[src/rtl/regfile_scoreboard.sv]
// regfile_scoreboard: integer register file with NREAD combinational read
// ports, one write port, x0 hardwired to zero, optional write-to-read bypass
// and a per-register busy scoreboard for long-latency producers.
//
// Ports:
//   clk, rst     : clock, synchronous active-high reset
//   rs_addr      : NREAD packed read addresses (port k at [k*AW +: AW])
//   rs_data      : NREAD packed read data (port k at [k*XLEN +: XLEN])
//   rs_busy      : per read port, source register has a pending producer
//   wr_en/addr/data : writeback port; every write also releases busy[wr_addr]
//   resv_valid/addr : decode request to mark a destination busy
//   resv_ready   : reservation can be accepted this cycle
//   flush        : clear all busy bits, drop this cycle's reservation
//   pending_cnt  : registered count of busy registers
module regfile_scoreboard #(
    parameter int unsigned XLEN   = 32,
    parameter int unsigned NREGS  = 32,
    parameter int unsigned AW     = $clog2(NREGS),
    parameter int unsigned NREAD  = 2,
    parameter int unsigned BYPASS = 1
) (
    input  logic                         clk,
    input  logic                         rst,
    input  logic [NREAD*AW-1:0]          rs_addr,
    output logic [NREAD*XLEN-1:0]        rs_data,
    output logic [NREAD-1:0]             rs_busy,
    input  logic                         wr_en,
    input  logic [AW-1:0]                wr_addr,
    input  logic [XLEN-1:0]              wr_data,
    input  logic                         resv_valid,
    input  logic [AW-1:0]                resv_addr,
    output logic                         resv_ready,
    input  logic                         flush,
    output logic [$clog2(NREGS+1)-1:0]   pending_cnt
);

    localparam int unsigned CW = $clog2(NREGS + 1);

    logic [XLEN-1:0]  regs [NREGS];
    logic [NREGS-1:0] busy;
    logic [NREGS-1:0] busy_next;
    logic [CW-1:0]    cnt_next;
    logic [AW-1:0]    rd_addr [NREAD];
    logic             rd_hit  [NREAD];
    logic             resv_take;

    // Read ports: x0 forced to zero, same-cycle write releases busy and
    // optionally forwards its data.
    always_comb begin
        rs_data = '0;
        rs_busy = '0;
        for (int unsigned k = 0; k < NREAD; k++) begin
            rd_addr[k] = rs_addr[k*AW +: AW];
            rd_hit[k]  = wr_en && (wr_addr == rd_addr[k]);
            if (rd_addr[k] != '0) begin
                if ((BYPASS != 0) && rd_hit[k]) begin
                    rs_data[k*XLEN +: XLEN] = wr_data;
                end else begin
                    rs_data[k*XLEN +: XLEN] = regs[rd_addr[k]];
                end
                rs_busy[k] = busy[rd_addr[k]] & ~rd_hit[k];
            end
        end
    end

    // Reservation admission: blocks WAW while the old producer is outstanding,
    // unless that producer writes back this very cycle.
    always_comb begin
        resv_ready = ~flush & ~rst &
                     ((resv_addr == '0) | ~busy[resv_addr] |
                      (wr_en && (wr_addr == resv_addr)));
        resv_take  = resv_valid & resv_ready & (resv_addr != '0);
    end

    // Next busy vector: release on write, set on reservation (set wins),
    // flush clears everything; count follows the new vector.
    always_comb begin
        busy_next = busy;
        if (wr_en) begin
            busy_next[wr_addr] = 1'b0;
        end
        if (resv_take) begin
            busy_next[resv_addr] = 1'b1;
        end
        if (flush) begin
            busy_next = '0;
        end
        busy_next[0] = 1'b0;
        cnt_next = '0;
        for (int unsigned i = 0; i < NREGS; i++) begin
            cnt_next = cnt_next + CW'(busy_next[i]);
        end
    end

    // State update.
    always_ff @(posedge clk) begin
        if (rst) begin
            for (int unsigned i = 0; i < NREGS; i++) begin
                regs[i] <= '0;
            end
            busy        <= '0;
            pending_cnt <= '0;
        end else begin
            if (wr_en && (wr_addr != '0)) begin
                regs[wr_addr] <= wr_data;
            end
            busy        <= busy_next;
            pending_cnt <= cnt_next;
        end
    end

endmodule

[config.mk]
export PLATFORM = sky130hd
export DESIGN_NAME = regfile_scoreboard
export DESIGN_NICKNAME = d
export VERILOG_FILES = /design/src/rtl/regfile_scoreboard.sv
export SDC_FILE = /design/constraint.sdc
export NUM_CORES = 2
export LEC_CHECK = 0
export CELL_PAD_IN_SITES_DETAIL_PLACEMENT = 1
export CELL_PAD_IN_SITES_GLOBAL_PLACEMENT = 2
export CORE_ASPECT_RATIO = 0.7
export CORE_UTILIZATION = 48
export CTS_BUF_LIST = sky130_fd_sc_hd__clkbuf_2 sky130_fd_sc_hd__clkbuf_4 sky130_fd_sc_hd__clkbuf_8
export CTS_CLUSTER_DIAMETER = 150
export CTS_CLUSTER_SIZE = 20
export DETAILED_ROUTE_END_ITERATION = 8
export PLACE_DENSITY_LB_ADDON = 0.1
export RECOVER_POWER = 25
export SYNTH_ARGS = -nofsm -noshare
export SYNTH_HDL_FRONTEND = slang
export SYNTH_SLANG_ARGS = --single-unit
[constraint.sdc]
create_clock -name clk -period 10.4 [get_ports clk]
set_input_delay 2.08 -clock clk [delete_from_list [all_inputs] [get_ports clk]]
set_output_delay 2.08 -clock clk [all_outputs]
set_load 0.02 [all_outputs]
Yosys cells after proc, flatten, opt, wreduce, memory -nomap -nowiden
Memory sizes are Yosys's and may differ from the RTL's.
Cells that the tools add are included.
- bitwise logic cells: 16
- reduce and logical (&&, ||, !) cells: 12
- equality and inequality tests: 3
- magnitude comparators: 6
- muxes and demuxes: 27
- $add $sub $neg: 30
- operators by type and width (cell ; number):
    $mux W32 ; 8
    $add A6 B1 Y6 ; 25
    $and A32 B32 Y32 ; 1
    $not A32 Y32 ; 1
    $or A32 B32 Y32 ; 1
    $reduce_or A32 Y1 ; 1
    $lt A5 B6 Y1 const B ; 4
    $reduce_bool A5 Y1 ; 4
    $bmux W1 S5 ; 3
    $eq A5 B5 Y1 ; 3
    $mux W1 ; 13
    $demux W1 S5 ; 2
    $ge A5 B1 Y1 const B ; 2
    $add A5 B1 Y6 ; 1
    $and A1 B1 Y1 ; 6
    $logic_and A1 B1 Y1 ; 6
    $add A4 B1 Y5 ; 1
    $logic_not A5 Y1 ; 1
    $mux W5 ; 1
    $not A1 Y1 ; 5
    $add A3 B1 Y4 ; 1
    $add A2 B1 Y3 ; 1
    $add A1 B1 Y2 ; 1
    $or A1 B1 Y1 ; 2
- word-level logic and storage cells: 98
- output and inout bits: 73
- memories kept: 1
- flip-flop bits (word level): 38
- bits in writable memories: 1024
- input bits: 57
- memories (name ; words ; bits a word ; rd ports ; clocked after memory_dff ; wr ports ; RTL line ; text):
    regs ; 32 ; 32 ; 2 ; 0 ; 32 ; 39 ; logic [XLEN-1:0] regs [NREGS];

Depth between registers and ports, before layout
- depth in word-level cells: 40
- depth in mapped cells: 26
- depth with buffers taken out: 23

Worst setup path before layout
OpenSTA, ideal clock, no wires.
- path type: input-to-reg
- start: input resv_addr[0]
- end: register pending_cnt[4]
- required time: 10.275 ns
- slack: 2.358 ns
- stages: 25
- buffers on the path: 4
- data arrival time: 7.917 ns
- library setup time: 0.125 ns
- cells stage by stage: buf_6 -> buf_6 -> buf_4 -> and2_1 -> o2111ai_1 -> o21ai_1 -> o21ai_1 -> buf_2 -> o22ai_1 -> fa_1 -> inv_1 -> fa_1 -> inv_1 -> fa_1 -> inv_1 -> fa_1 -> fa_1 -> fa_1 -> fa_1 -> inv_1 -> fa_1 -> a21o_1 -> a21oi_1 -> xor2_1 -> nor2_1
- elaborated cells on any way between the ends: 50
- those cells by class: add/sub: 30; order compare: 2; eq/ne: 1; mux: 6; bitwise: 7; reduce/logical: 4
- RTL lines (item ; RTL line ; text):
    from (decl) ; 31 ; input logic [AW-1:0] resv_addr,
    $bmux W1 S5 ; 70 ; ((resv_addr == '0) | ~busy[resv_addr] |
    $mux W1 (implied by the code) ; 70 ;
    $not A1 Y1 ; 70 ;
    $or A1 B1 Y1 (2 in a row) ; 70 ;
    $and A1 B1 Y1 ; 69 ; resv_ready = ~flush & ~rst &
    $and A1 B1 Y1 (2 in a row) ; 72 ; resv_take = resv_valid & resv_ready & (resv_addr != '0);
    $mux W32 (*) ; 82 ; if (resv_take) begin
    $mux W32 (*) ; 85 ; if (flush) begin
    via busy_next[24] ; 41 ; logic [NREGS-1:0] busy_next;
    $add A6 B1 Y6 (*) (8 in a row) ; 91 ; cnt_next = cnt_next + CW'(busy_next[i]);
    to (signal assigned) ; 108 ; pending_cnt <= cnt_next;
    to (decl) ; 34 ; output logic [$clog2(NREGS+1)-1:0] pending_cnt
The timed path passes the listed nets; every way through them passes the cells marked *. The select of a mux whose other input is x is not followed.
A chain may end at the register's enable or synchronous reset.

Worst setup path in the final report
- start: input resv_addr[4]
- end: register pending_cnt[4]
Same word-level chain as after synthesis.

==> results.toml <==
[timing]
worst_slack_setup_final_ps = 1470
max-slew-margin-rel = -1.66
worst_clock_skew_ps = 25.7
setup_tns_ps = 0
fin_crit_sh = 0.859
hold_viol = 0
finalSetupViolations = 0
rsz0062_at_grt = "no"
timing_worst_slew_pin_value_ps = 3990
final_max_slew_viol_count = 519
post-route-min-period_ps = 8930
max_freq_mhz = 112

[global_routing]
grt_antenna_before_repair = 38
grt_pass1_wl_mm = 326
groute.layer.met2.usage = 0.557
grt_util_met1 = 0.567
grt_util_all_layers = 0.389
number_of_global_route_vias_before_repair = 39600
grt_start_max_net_pins = 99
globalRouteMet3Util = 0.105
overflow = 0
busiest_layer = "met1"

[run]
drv_cap = 27

[critical_path]
criticalPathCategory = "in2reg"
timing.rr.end = "pending_cnt[4]"
worst-r2r-setup-slack_ps = 3160
crit-reg2reg-launch = "busy[30]"
cp_data_required_time_ps = 11090
critical_path.max_fanout = 11
worst_r2r_path_depth = 22
worst_setup_path_end_kind = "flip-flop"
sort_of_element_at_the_start_of_the_critical_path = "input port"
worst_ep_arrival_time_ps = 9620

[die]
die_h_um = 293
floorplan.die_area_um2 = 122000
dieWidth_um = 418
cell_row_count = 106
floorplan.io_pins = 130
floorplan.initialDensity = 0.485
placeable_core_area_um2 = 120000

[finish]
nets = 3963
filler_cell_count = 11400
post_route_cells_drive_above_1_share = 0.211
area_growth_syn_to_layout_pct = 6.49
seqCellArea_um2 = 31500
multi_input_area_um2 = 24800

[synth]
ys_seq_area_frac = 0.543
synth.top_cell.area_share = 0.530
synth_area_leaders = "sky130_fd_sc_hd__edfxtp_1 (53%), sky130_fd_sc_hd__mux4_2 (21%), sky130_fd_sc_hd__and2_1 (11%)"
synth.avg_cell_area_um2 = 14.7
netlist-cell-type-count = 56
largest_area_contributor_in_the_synthesized_netlist = "sky130_fd_sc_hd__edfxtp_1"
synth_common_cells = "sky130_fd_sc_hd__edfxtp_1 (1,024), sky130_fd_sc_hd__and2_1 (995), sky130_fd_sc_hd__mux4_2 (545)"
synth.ff_latch_count = 1061
synthArstFlopShare = 0
syn-instance-count = 3947
synth-edff-count = 1024
number_of_warning_messages_in_the_yosys_log = 0
dominantRegCellSynth = "sky130_fd_sc_hd__edfxtp_1"
synthesized_cell_area_um2 = 58000
yosys.cell_count.top_type = "sky130_fd_sc_hd__edfxtp_1"

[placed_design]
dp_wirelength_mm = 145
buffer_ports.inserted = 129
placement.setup.worst_slack_ps = 940
globalplace.congestion = 0.901

[detailed_routing]
totalWireLength_mm = 239
routed_wire_length_per_instance_um = 43.1
dr.pass1.iters = 6
ant_nets = 0
count_of_vias_placed_by_the_detailed_router = 39600
dr.first_iter.drc_count = 6844
vias_per_cell = 7.15
residual_drc_count = 0

[clock_network]
cts_repair_resize_count = 0
postCtsSetupBuffers = 0
ctsHtreeMaxLevel = 2
clock_insertion_delay_worst_skew_ps = 830
numCtsBuffers = 59
cts_hold_buf = 0
cts.sink_count = 1061
cts.clk_slew.worst_paths_ps = 160
cts_tree = "yes"
cts_max_path_buffers = 3
cts-root-buf = "sky130_fd_sc_hd__clkbuf_8"

[worst_hold_path]
whs_endpoint = "busy[12]"
min_path_type = "reg2reg"
hold_path.startpoint = "busy[12]"
timing.hold.worst_path_depth = 2

[pwr]
p_leak_nw = 20.4
power_per_cell_area_nw_per_um2 = 139
ir_drop_mv = 0.0968

[status]
violations_in_the_final_reports = "capacitance limit, slew limit"
outcome = "finished, violations left"
-- per-layer routing --
metal	vias up	routed length, µm
met2	3061	102000
met3	525	32700
met1	21100	93500
met5	-	82
met4	12	10700
li1	14900	-
-- layout make-up --
class	instances	area share
Multi-Input combinational cell	2468	0.402
Clock buffer	82	0.0161
Tap cell	1620	0.0328
Sequential cell	1061	0.509
Inverter	31	0.00188
Antenna cell	22	0.000891
Timing Repair Buffer	255	0.0362
Clock inverter	3	0.000790
-- sequential cells by signal, summed over array words and instances, names as in the netlist --
name,cells
pending_cnt,6
busy,31
regs,1024
-- stage by stage --
stage / util / std cells / instance area [µm²] / hold slack [ps] / power [mW]
detailed placement: 0.510 / 5435 / 61000 / 589 / 6.57
global route: 0.516 / 5526 / 61800 / 646 / 8.73
CTS: 0.518 / 5520 / 62000 / 614 / 8.54
global placement: 0.510 / 5435 / 61000 / 604 / 6.52
floorplan: - / 3978 / 58200 / 493 / 5.92
finish: 0.517 / 5542 / 61800 / 613 / 8.57
-- power breakdown --
part,switching (mW),total (mW),internal [mW]
clock network,1.43,2.06,0.632
logic,0.904,1.48,0.578
registers,0.124,5.03,4.91
total,2.46,8.57,6.12
-- worst max path at each step --
| stage | from | endpoint | slack, ps |
|---|---|---|---|
| after floorplan | resv_addr[0] | pending_cnt[4] | 2360 |
| final | resv_addr[4] | pending_cnt[4] | 1470 |
| after CTS | resv_addr[2] | pending_cnt[4] | 1780 |
| after global placement | resv_addr[2] | pending_cnt[4] | 840 |
| after global routing | resv_addr[4] | pending_cnt[4] | 1190 |
| after detailed placement | resv_addr[2] | pending_cnt[4] | 940 |
-- worst max-delay path: stages --
cell and delay (ps):
sky130_fd_sc_hd__dlygate4sd3_1 730, sky130_fd_sc_hd__nor3b_1 410, sky130_fd_sc_hd__a221o_1 240, sky130_fd_sc_hd__a31oi_1 40, sky130_fd_sc_hd__o2bb2a_1 420, sky130_fd_sc_hd__o21ai_1 850
sky130_fd_sc_hd__o22ai_1 270, sky130_fd_sc_hd__fa_1 600, sky130_fd_sc_hd__inv_1 70, sky130_fd_sc_hd__fa_1 510, sky130_fd_sc_hd__inv_1 60, sky130_fd_sc_hd__fa_1 480
sky130_fd_sc_hd__inv_1 60, sky130_fd_sc_hd__fa_1 540, sky130_fd_sc_hd__fa_1 430, sky130_fd_sc_hd__fa_1 510, sky130_fd_sc_hd__fa_1 170, sky130_fd_sc_hd__inv_1 80
sky130_fd_sc_hd__fa_1 470, sky130_fd_sc_hd__a21o_1 200, sky130_fd_sc_hd__a21oi_1 170, sky130_fd_sc_hd__xor2_1 180, sky130_fd_sc_hd__nor2_1 50
-- cells in the final DEF (no fill, tap or decap), types with 33 or more instances in the layout --
cell type,count
sky130_fd_sc_hd__o21ai_0,63
sky130_fd_sc_hd__buf_4,105
sky130_fd_sc_hd__edfxtp_1,1024
sky130_fd_sc_hd__and2_1,736
sky130_fd_sc_hd__o22ai_1,112
sky130_fd_sc_hd__a22oi_1,33
sky130_fd_sc_hd__mux2i_1,105
sky130_fd_sc_hd__clkdlybuf4s50_1,109
sky130_fd_sc_hd__nor2_1,78
sky130_fd_sc_hd__nand2_1,153
sky130_fd_sc_hd__dfxtp_1,37
sky130_fd_sc_hd__o211ai_1,47
sky130_fd_sc_hd__and2_0,259
sky130_fd_sc_hd__mux4_2,545
sky130_fd_sc_hd__clkbuf_8,61
sky130_fd_sc_hd__a221oi_1,48
-- cell families after synthesis --
group | synth area share
buffers and inverters | 0.0336
AO/OA/AOI/OAI | 0.0440
other | 0.0000646
AND/OR/NAND/NOR | 0.135
flip-flops | 0.543
adder cells (fa/ha/maj) | 0.00944
XOR/XNOR | 0.00257
multiplexers | 0.233
(Power assumes the default switching activity.)
